$ cat config.mk
export PLATFORM = sky130hd
export DESIGN_NAME = mem_port_scheduler
export DESIGN_NICKNAME = d
export VERILOG_FILES = /design/src/rtl/types_pkg.sv /design/src/rtl/store_buffer.sv /design/src/rtl/mem_port_scheduler.sv
export SDC_FILE = /design/constraint.sdc
export NUM_CORES = 1
export LEC_CHECK = 0
export ABC_AREA = 0
export BUFFER_PORTS_ARGS = -buffer_cell sky130_fd_sc_hd__buf_2
export CAP_MARGIN = 20
export CORE_UTILIZATION = 55
export CTS_CLUSTER_SIZE = 20
export DETAILED_ROUTE_END_ITERATION = 10
export GPL_TIMING_DRIVEN = 0
export PLACE_DENSITY = 0.77
export SLEW_MARGIN = 20
export SYNTH_ARGS = -nofsm -noshare
export SYNTH_HDL_FRONTEND = slang
export SYNTH_SLANG_ARGS = --single-unit
$ cat constraint.sdc
create_clock -name clk -period 3.9 [get_ports clk]
set_input_delay 0.195 -clock clk [delete_from_list [all_inputs] [get_ports clk]]
set_output_delay 0.195 -clock clk [all_outputs]
set_load 0.01 [all_outputs]
$ cat src/rtl/types_pkg.sv
// rtl/types_pkg.sv - shared FSM states, func3 codes, store entry and lane helpers
package types_pkg;

    typedef enum logic [1:0] {
        IDLE     = 2'd0,
        LD_REQ   = 2'd1,
        LD_RESP  = 2'd2,
        ST_WRITE = 2'd3
    } state_t;

    localparam logic [2:0] F3_LB  = 3'b000;
    localparam logic [2:0] F3_LH  = 3'b001;
    localparam logic [2:0] F3_LW  = 3'b010;
    localparam logic [2:0] F3_LBU = 3'b100;
    localparam logic [2:0] F3_LHU = 3'b101;

    localparam logic [2:0] F3_SB  = 3'b000;
    localparam logic [2:0] F3_SH  = 3'b001;
    localparam logic [2:0] F3_SW  = 3'b010;

    typedef struct packed {
        logic [31:0] addr;
        logic [31:0] data;
        logic [2:0]  func3;
    } st_entry_t;

    // Pick the addressed byte/half out of a read word and extend it.
    function automatic logic [31:0] load_extract(input logic [2:0] func3,
                                                 input logic [1:0] a,
                                                 input logic [31:0] word);
        logic [7:0]  b;
        logic [15:0] h;
        logic [31:0] r;
        b = word[{a, 3'b000} +: 8];
        h = a[1] ? word[31:16] : word[15:0];
        case (func3)
            F3_LB:   r = {{24{b[7]}}, b};
            F3_LH:   r = {{16{h[15]}}, h};
            F3_LW:   r = word;
            F3_LBU:  r = {24'h0, b};
            F3_LHU:  r = {16'h0, h};
            default: r = 32'h0;
        endcase
        return r;
    endfunction

    function automatic logic [3:0] store_we(input logic [2:0] func3,
                                            input logic [1:0] a);
        logic [3:0] r;
        case (func3)
            F3_SB:   r = 4'b0001 << a;
            F3_SH:   r = a[1] ? 4'b1100 : 4'b0011;
            F3_SW:   r = 4'b1111;
            default: r = 4'b0000;
        endcase
        return r;
    endfunction

    // Replicate narrow data across all lanes; byte enables select the lane.
    function automatic logic [31:0] store_wdata(input logic [2:0] func3,
                                                input logic [31:0] d);
        logic [31:0] r;
        case (func3)
            F3_SB:   r = {4{d[7:0]}};
            F3_SH:   r = {2{d[15:0]}};
            default: r = d;
        endcase
        return r;
    endfunction

endpackage

$ cat src/rtl/store_buffer.sv
// rtl/store_buffer.sv - retired-store FIFO with word-address hit detection
// Ports: clk, reset (sync active-low), push/push_entry, pop, head,
//        full, empty, match_word (addr[31:2] to probe), hit (any live entry matches).
module store_buffer
    import types_pkg::*;
#(
    parameter int DEPTH = 4
) (
    input  logic        clk,
    input  logic        reset,
    input  logic        push,
    input  st_entry_t   push_entry,
    input  logic        pop,
    output st_entry_t   head,
    output logic        full,
    output logic        empty,
    input  logic [29:0] match_word,
    output logic        hit
);

    localparam int PW = $clog2(DEPTH);
    localparam int CW = PW + 1;

    st_entry_t         mem [DEPTH];
    logic [PW-1:0]     wr_ptr;
    logic [PW-1:0]     rd_ptr;
    logic [CW-1:0]     count_q;
    logic              push_ok;
    logic              pop_ok;
    logic [PW-1:0]     idx;

    assign full    = (count_q == CW'(DEPTH));
    assign empty   = (count_q == '0);
    assign push_ok = push && !full;
    assign pop_ok  = pop && !empty;
    assign head    = mem[rd_ptr];

    // Pointers wrap naturally because DEPTH is a power of two.
    always_ff @(posedge clk) begin
        if (!reset) begin
            wr_ptr  <= '0;
            rd_ptr  <= '0;
            count_q <= '0;
        end else begin
            if (push_ok) wr_ptr <= wr_ptr + PW'(1);
            if (pop_ok)  rd_ptr <= rd_ptr + PW'(1);
            case ({push_ok, pop_ok})
                2'b10:   count_q <= count_q + CW'(1);
                2'b01:   count_q <= count_q - CW'(1);
                default: count_q <= count_q;
            endcase
        end
    end

    always_ff @(posedge clk) begin
        if (push_ok) mem[wr_ptr] <= push_entry;
    end

    // Only the count entries starting at rd_ptr are live.
    always_comb begin
        hit = 1'b0;
        idx = '0;
        for (int i = 0; i < DEPTH; i++) begin
            idx = rd_ptr + PW'(i);
            if ((CW'(i) < count_q) && (mem[idx].addr[31:2] == match_word))
                hit = 1'b1;
        end
    end

endmodule

$ cat src/rtl/mem_port_scheduler.sv
// rtl/mem_port_scheduler.sv - arbitrates loads and retired stores onto one BRAM port
// Ports: clk, reset (sync active-low); load req ld_*; store req st_*;
//        flush window mispredict/mispredict_tag/curr_rob_tag; BRAM mem_*;
//        load completion ld_done/ld_data/ld_rob_out.
module mem_port_scheduler
    import types_pkg::*;
#(
    parameter int SB_DEPTH = 4,
    parameter int ROB_W    = 5
) (
    input  logic             clk,
    input  logic             reset,
    input  logic             ld_valid,
    output logic             ld_ready,
    input  logic [31:0]      ld_addr,
    input  logic [2:0]       ld_func3,
    input  logic [ROB_W-1:0] ld_rob,
    input  logic             st_valid,
    output logic             st_ready,
    input  logic [31:0]      st_addr,
    input  logic [31:0]      st_data,
    input  logic [2:0]       st_func3,
    input  logic             mispredict,
    input  logic [ROB_W-1:0] mispredict_tag,
    input  logic [ROB_W-1:0] curr_rob_tag,
    output logic             mem_en,
    output logic [3:0]       mem_we,
    output logic [31:0]      mem_addr,
    output logic [31:0]      mem_wdata,
    input  logic [31:0]      mem_rdata,
    output logic             ld_done,
    output logic [31:0]      ld_data,
    output logic [ROB_W-1:0] ld_rob_out
);

    state_t           state;
    state_t           next_state;
    logic [31:0]      ld_addr_q;
    logic [2:0]       ld_func3_q;
    logic [ROB_W-1:0] ld_rob_q;

    logic             sb_full;
    logic             sb_empty;
    logic             sb_hit;
    logic             sb_push;
    logic             sb_pop;
    st_entry_t        sb_head;
    logic             ld_fire;
    logic             kill_new;
    logic             kill_flight;

    // Younger means strictly after the mispredicted branch and before the
    // current allocation point, measured modulo the tag space.
    function automatic logic is_younger(input logic [ROB_W-1:0] tag,
                                        input logic [ROB_W-1:0] mtag,
                                        input logic [ROB_W-1:0] ctag);
        logic [ROB_W-1:0] d;
        logic [ROB_W-1:0] w;
        d = tag - mtag;
        w = ctag - mtag;
        return (d != '0) && (d < w);
    endfunction

    assign kill_new    = mispredict && is_younger(ld_rob, mispredict_tag, curr_rob_tag);
    assign kill_flight = mispredict && is_younger(ld_rob_q, mispredict_tag, curr_rob_tag);

    assign st_ready = !sb_full;
    assign sb_push  = reset && st_valid && st_ready;
    assign sb_pop   = reset && (state == ST_WRITE);
    // A load to a word with a pending store waits until that store drains.
    assign ld_ready = reset && (state == IDLE) && !sb_full && !sb_hit && !kill_new;
    assign ld_fire  = ld_valid && ld_ready;

    store_buffer #(.DEPTH(SB_DEPTH)) u_sb (
        .clk        (clk),
        .reset      (reset),
        .push       (sb_push),
        .push_entry ('{addr: st_addr, data: st_data, func3: st_func3}),
        .pop        (sb_pop),
        .head       (sb_head),
        .full       (sb_full),
        .empty      (sb_empty),
        .match_word (ld_addr[31:2]),
        .hit        (sb_hit)
    );

    always_ff @(posedge clk) begin
        if (!reset) begin
            state      <= IDLE;
            ld_addr_q  <= '0;
            ld_func3_q <= '0;
            ld_rob_q   <= '0;
        end else begin
            state <= next_state;
            if (ld_fire) begin
                ld_addr_q  <= ld_addr;
                ld_func3_q <= ld_func3;
                ld_rob_q   <= ld_rob;
            end
        end
    end

    always_comb begin
        next_state = state;
        mem_en     = 1'b0;
        mem_we     = 4'b0000;
        mem_addr   = 32'h0;
        mem_wdata  = 32'h0;
        ld_done    = 1'b0;
        ld_data    = 32'h0;
        ld_rob_out = '0;
        case (state)
            IDLE: begin
                if (sb_full)        next_state = ST_WRITE;
                else if (ld_fire)   next_state = LD_REQ;
                else if (!sb_empty) next_state = ST_WRITE;
            end
            LD_REQ: begin
                mem_en     = 1'b1;
                mem_addr   = {ld_addr_q[31:2], 2'b00};
                next_state = kill_flight ? IDLE : LD_RESP;
            end
            LD_RESP: begin
                next_state = IDLE;
                // Gated by reset so a load caught by reset never completes.
                if (reset && !kill_flight) begin
                    ld_done    = 1'b1;
                    ld_data    = load_extract(ld_func3_q, ld_addr_q[1:0], mem_rdata);
                    ld_rob_out = ld_rob_q;
                end
            end
            ST_WRITE: begin
                mem_en     = 1'b1;
                mem_we     = store_we(sb_head.func3, sb_head.addr[1:0]);
                mem_addr   = {sb_head.addr[31:2], 2'b00};
                mem_wdata  = store_wdata(sb_head.func3, sb_head.data);
                next_state = IDLE;
            end
            default: next_state = IDLE;
        endcase
    end

endmodule
# == Yosys cells after proc, flatten, opt, wreduce, memory -nomap -nowiden ==
# Memory sizes are Yosys's and may differ from the RTL's. A register that Yosys moved wholly into a read port is not among the register bits.
# Index checks and enable logic that the tools add are counted.
# word_totals
register_bits,49
latchBits,0
mem_bits_rw,268
mem_bits_ro,0
inputBits,154
output_inout_bits,109
word_cells,104
n_memories,1
# mem_list
memory,words,word_bits,rd,rd_ports_with_merged_regs,write_ports,line,source
u_sb.mem,4,67,4,1,1,store_buffer.sv:24,st_entry_t mem [DEPTH];
# classes
add_sub_neg,9
mul,0
div_mod_pow,0
order_cmp,6
n_eq_ne,17
n_shift,2
muxes,29
n_bitwise,0
n_reduce_logical,33
# ops
cell,count
$pmux W32 S5,1
$pmux W32 S2,2
$eq A30 B30 Y1,4
$mux W32,3
$shiftx A32 B6 Y8,1
$logic_and A1 B1 Y1,19
$mux W16,1
$sub A5 B5 Y5,3
$mux W2,6
$pmux W4 S3,1
$lt A5 B5 Y1,2
$mux W5,2
$reduce_bool A5 Y1,2
$eq A3 B3 Y1 const B,3
$logic_not A3 Y1,3
$mux W1,9
$mux W4,2
$eq A2 B2 Y1 const B,3
$eq A3 B1 Y1 const B,2
$eq A3 B2 Y1 const B,2
$lt A1 B3 Y1 const A,2
$lt A2 B3 Y1 const A,2
$pmux W2 S3,1
$pmux W3 S2,1
other kinds (11),19

# == Logic depth before layout (Yosys ltp) ==
# An unclocked memory read counts as a cell.
# logic_depth
ltp_word,14
mapped_depth,15
depth_no_buf,13

# == By module ==
# A second synthesis with hierarchy kept.
# unflattened
cells_unflattened,1427
area_unflattened_um2,18527.8
# modules_own_cells
module,instances,cells_per_inst,area_per_inst_um2
store_buffer,1,860,14151.1
mem_port_scheduler,1,567,4376.7

# == Worst setup path before layout ==
# No wires, ideal clock.
# synth_path
kind,register -> register
startpoint,register u_sb.count_q[0]
endpoint,memory u_sb.mem[0][0] in the netlist's numbering (enable)
setup_ns,0.432
arrival_ns,2.681
required_ns,3.468
path_slack_ns,0.787
stages_incl_launch_ff,6
path_buffers,0
period_less_slack_ns,3.113
path_cell_list,dfxtp_1 inv_1 ha_1 nand2_1 and3_1 and2_1
# synth_via
elab_chain_len,6
# synth_rtl
item,line,source
start: declaration,store_buffer.sv:27,logic [CW-1:0] count_q;
start signal: assignment,store_buffer.sv:48,2'b10: count_q <= count_q + CW'(1);
start signal: assignment,store_buffer.sv:49,2'b01: count_q <= count_q - CW'(1);
start signal: assignment,store_buffer.sv:50,default: count_q <= count_q;
$eq A3 B3 Y1 (*),store_buffer.sv:32,assign full = (count_q == CW'(DEPTH));
$logic_not A1 Y1 (*),mem_port_scheduler.sv:67,assign st_ready = !sb_full;
named net st_ready,mem_port_scheduler.sv:19,"output logic st_ready,"
$logic_and A1 B1 Y1,mem_port_scheduler.sv:68,assign sb_push = reset && st_valid && st_ready;
$logic_and A1 B1 Y1 (*),store_buffer.sv:34,assign push_ok = push && !full;
$mux W1 (*),store_buffer.sv:56,if (push_ok) mem[wr_ptr] <= push_entry;
$mux W1 (implied by the code) (*),store_buffer.sv:56,
end: declaration,store_buffer.sv:24,
# The timed path passes the listed nets; every way through them passes the cells marked *.

# == Final worst setup path ==
# layout_path
startpoint,register u_sb.rd_ptr[0]
endpoint,output port ld_ready
# layout_via
elab_chain_len,10
elab_cells_between_ends,16
classes_between,3 x add/sub; 3 x eq/ne; 3 x mux; 6 x reduce/logical; 1 x memory
# layout_rtl
item,line,source
start: declaration,store_buffer.sv:26,logic [PW-1:0] rd_ptr;
start signal: assignment,store_buffer.sv:46,if (pop_ok) rd_ptr <= rd_ptr + PW'(1);
$add A2 B1 Y2,store_buffer.sv:64,idx = rd_ptr + PW'(i);
$mem_v2 Z4 W67 (*),-,
$eq A30 B30 Y1,store_buffer.sv:65,if ((CW'(i) < count_q) && (mem[idx].addr[31:2] == match_word))
$logic_and A1 B1 Y1,store_buffer.sv:65,
$mux W1 (2 in series),store_buffer.sv:65,
$mux W1 (*),store_buffer.sv:65,
$logic_not A1 Y1 (*),mem_port_scheduler.sv:71,assign ld_ready = reset && (state == IDLE) && !sb_full && !sb_hit && !kill_new;
$logic_and A1 B1 Y1 (*) (2 in series),mem_port_scheduler.sv:71,
end: declaration,mem_port_scheduler.sv:14,"output logic ld_ready,"
# Mark *: on every way between the ends. The rest lies on a longest branch, timed or not.

==> impl_results.md <==
- Fin crit share: 0.997
- Post-layout net count: 1,901
- Setup violations, final: 0
- Share of layout cells above drive strength 1: 0.321
- Ys Warns: 0
- DRC Markers: 0
- R2R Setup Slk: 0.27 ns
- Number of global-route vias before repair: 13,758
- Routed WL: 58,800 um
- Power Dens Cells: 378 nW/um^2
- Endpoint, Worst Hold: ld_addr_q[10]
- Buffers on Ports: 236
- Fraction of power consumed by sequential logic: 0.462
- Lkg Pwr: 0.00789 uW
- # IOs: 263
- First-pass GRT wire length: 85,700 um
- DIE AREA: 33,300 um^2
- Comb pwr share: 0.157
- R2R Path Start: u_sb.rd_ptr[0]
- Hold Path Origin: ld_addr[10]
- Bufs on Longest Clock Path: 3
- GRT Total Usage: 0.351
- Synth top area cells: edfxtp_1 (45%), mux4_2 (15%), mux2i_1 (6.4%)
- Worst R2R End: ld_rob_q[2]
- ANT nets after route: 0
- Hold path depth: 3
- DRT iter0 DRCs: 1,650
- Total Power: 8460 uW
- Slew HR: 0.258
- First-pass DRT Iterations: 8
- Largest net degree at the start of global routing: 49
- Core area: 31,800 um^2
- Seq cells post-synth: 319
- CP Data Arrival Time: 3.69 ns
- Num CTS Buffers: 34
- CTS clock-pin slew for the worst setup and hold paths: 0.06 ns
- Status: finished, final reports clean
- Final hold vios: 0
- Fmax: 257 MHz
- Top cells by count, synth: edfxtp_1 (268), mux4_2 (122), mux2i_1 (115)
- Initial core utilization: 0.564
- Cells after synthesis: 1,339
- Crit end category: primary output
- Worst-Margin Slew: 1.10 ns
- Worst hold path type: in -> reg
- Cell row count: 65
- DR vias/cell: 6.44
- Switching Share: 0.266
- Wire length per cell: 26.9 um
- GPL Wtd Cong: 0.969
- Worst slack, placed: -0.678 ns
- Ys async rst share: 0
- Netlist cell types: 75
- Final worst-path setup slack: 0.0113 ns
- # clock sinks: 319
- R2r worst-path depth: 14
- Initial antenna violation count: 9
- Critical Path Start Type: register
- Min Tclk post-route: 3.89 ns
- CP required: 3.70 ns
- Via count: 14,087
- Internal Power: 6210 uW
- P_sw: 2250 uW
- Area leader, netlist: edfxtp_1
- Crit path kind: reg -> out
- Area Overhead vs Synth: 24.9%
- Slew Viols, Final: 0
- Part of the power in the clock network: 0.381
- Post-detail-place hpwl: 41,600 um
- TritonCTS clock tree: built
- Clock Tree Root: clkbuf_16
- Post-synth top area share: 0.449
- Clk_skew: 0.0120 ns
- Fillers: 2,129
- Syn Std Cell Area: 17,900 um^2
- Peak supply drop: 0.000344 V
- Worst-Skew Late Latency: 0.54 ns
- Seq/Total Area, Yosys: 0.506
- Post-synth EDFFs: 268
- Most frequent cell after synthesis: edfxtp_1
- CP Max Fanout: 10
- Syn avg cell area: 13.4 um^2
- CTS HTree Levels: 2
- Die X: 183 um
- Die extent in y: 183 um
- Synth Flop Type: edfxtp_1
- # Max-Cap Violations: 0
- Total grt overflow: 0
power groups by stage:
stage,registers (uW),logic (uW),clock network [uW]
floorplan,3950,726,0
global placement,3980,1090,0
detailed placement,3970,1120,0
CTS,3900,1230,3210
global route,3920,1410,3370
finish,3910,1330,3220
cells in the final DEF (no fill, tap or decap), types with 46 or more instances in the layout:
master / n
buf_2: 236
clkbuf_1: 53
dfxtp_1: 47
dlygate4sd3_1: 78
edfxtp_1: 268
mux2i_1: 107
mux4_2: 122
nand2_1: 93
nand4_1: 46
nor2_1: 66
xnor2_1: 76
state kept, by name, summed over array words and instances (netlist names), named ones only:
register / cells
ld_addr_q: 32
ld_func3_q: 3
ld_rob_q: 5
state: 2
u_sb.count_q: 3
u_sb.mem: 268
u_sb.rd_ptr: 2
u_sb.wr_ptr: 2
critical path: stages (launching register included):
cell and delay, ns:
dfxtp_2 0.34, buf_12 0.14, buf_12 0.17, buf_6 0.22, mux4_2 0.55, xnor2_1 0.35
nand4_1 0.25, nor4_4 0.37, nand4_1 0.15, o311a_1 0.18, buf_6 0.15, and2_1 0.13
buf_2 0.15
per-layer routing:
| layer | part of all wire | routed length [um] | GRT usage | up-vias |
|---|---|---|---|---|
| met5 | 0 | 0 | 0 | - |
| li1 | - | - | - | 5966 |
| met2 | 0.47 | 27800 | 0.570 | 1022 |
| met4 | 0.056 | 3270 | 0.177 | 0 |
| met1 | 0.36 | 21200 | 0.431 | 6895 |
| met3 | 0.11 | 6570 | 0.0994 | 204 |
cell families (layout without fill, tap and decap cells):
family          Yosys count  after routing  share of synthesized area
flops                   319            319                      0.506
other cells               1             11                   0.000209
simple gates            287            287                     0.0782
mux                     251            251                      0.227
xor+xnor                123            123                     0.0609
compound gates          190            190                     0.0719
fa+ha+maj                28             28                     0.0208
buf+inv                 140            543                     0.0354
area by class of cell:
cell class	count	area [um^2]	share of cell area
sequential	319	9070	0.405
multi-input combinational	881	8550	0.382
timing repair buffer	345	2290	0.102
clock buffer	39	870	0.0388
buffer	106	694	0.0310
tap	435	544	0.0243
clock inverter	21	230	0.0103
inverter	32	120	0.00536
antenna	9	22.5	0.00101
worst max path at each step:
stage,from,to,slack [ns],depth (start not counted)
global placement,u_sb.rd_ptr[1],ld_ready,-0.67,13
detailed placement,u_sb.rd_ptr[1],ld_ready,-0.68,13
CTS,u_sb.rd_ptr[1],ld_ready,0.002,12
finish,u_sb.rd_ptr[0],ld_ready,0.01,12
floorplan,u_sb.count_q[0],u_sb.mem[0][0],0.79,5
global route,ld_rob_q[0],ld_data[14],-0.04,14
stage by stage:
stage	setup TNS (ns)	instances	instance area (um^2)	util	hold slack, ns
6_report	0	2187	22400	0.704	0.0678
5_1_grt	-0.132	2184	22400	0.704	0.0981
4_1_cts	0	2157	22000	0.692	0.0667
3_5_place_dp	-21.76	2015	19800	0.622	0.410
3_3_place_gp	-164.54	2011	19700	0.618	0.405
2_1_floorplan	0	1340	17900	-	0.294
what timing repair did:
item / CTS / global route
buffers inserted: 6 / 21
pin swaps: 6 / 13
hold endpoints to repair: 279 / 0
endpoints found under the setup margin: 103 / 41
hold buffers: 78 / 0
resized for setup: 81 / 54
(Power assumes the default switching activity.)
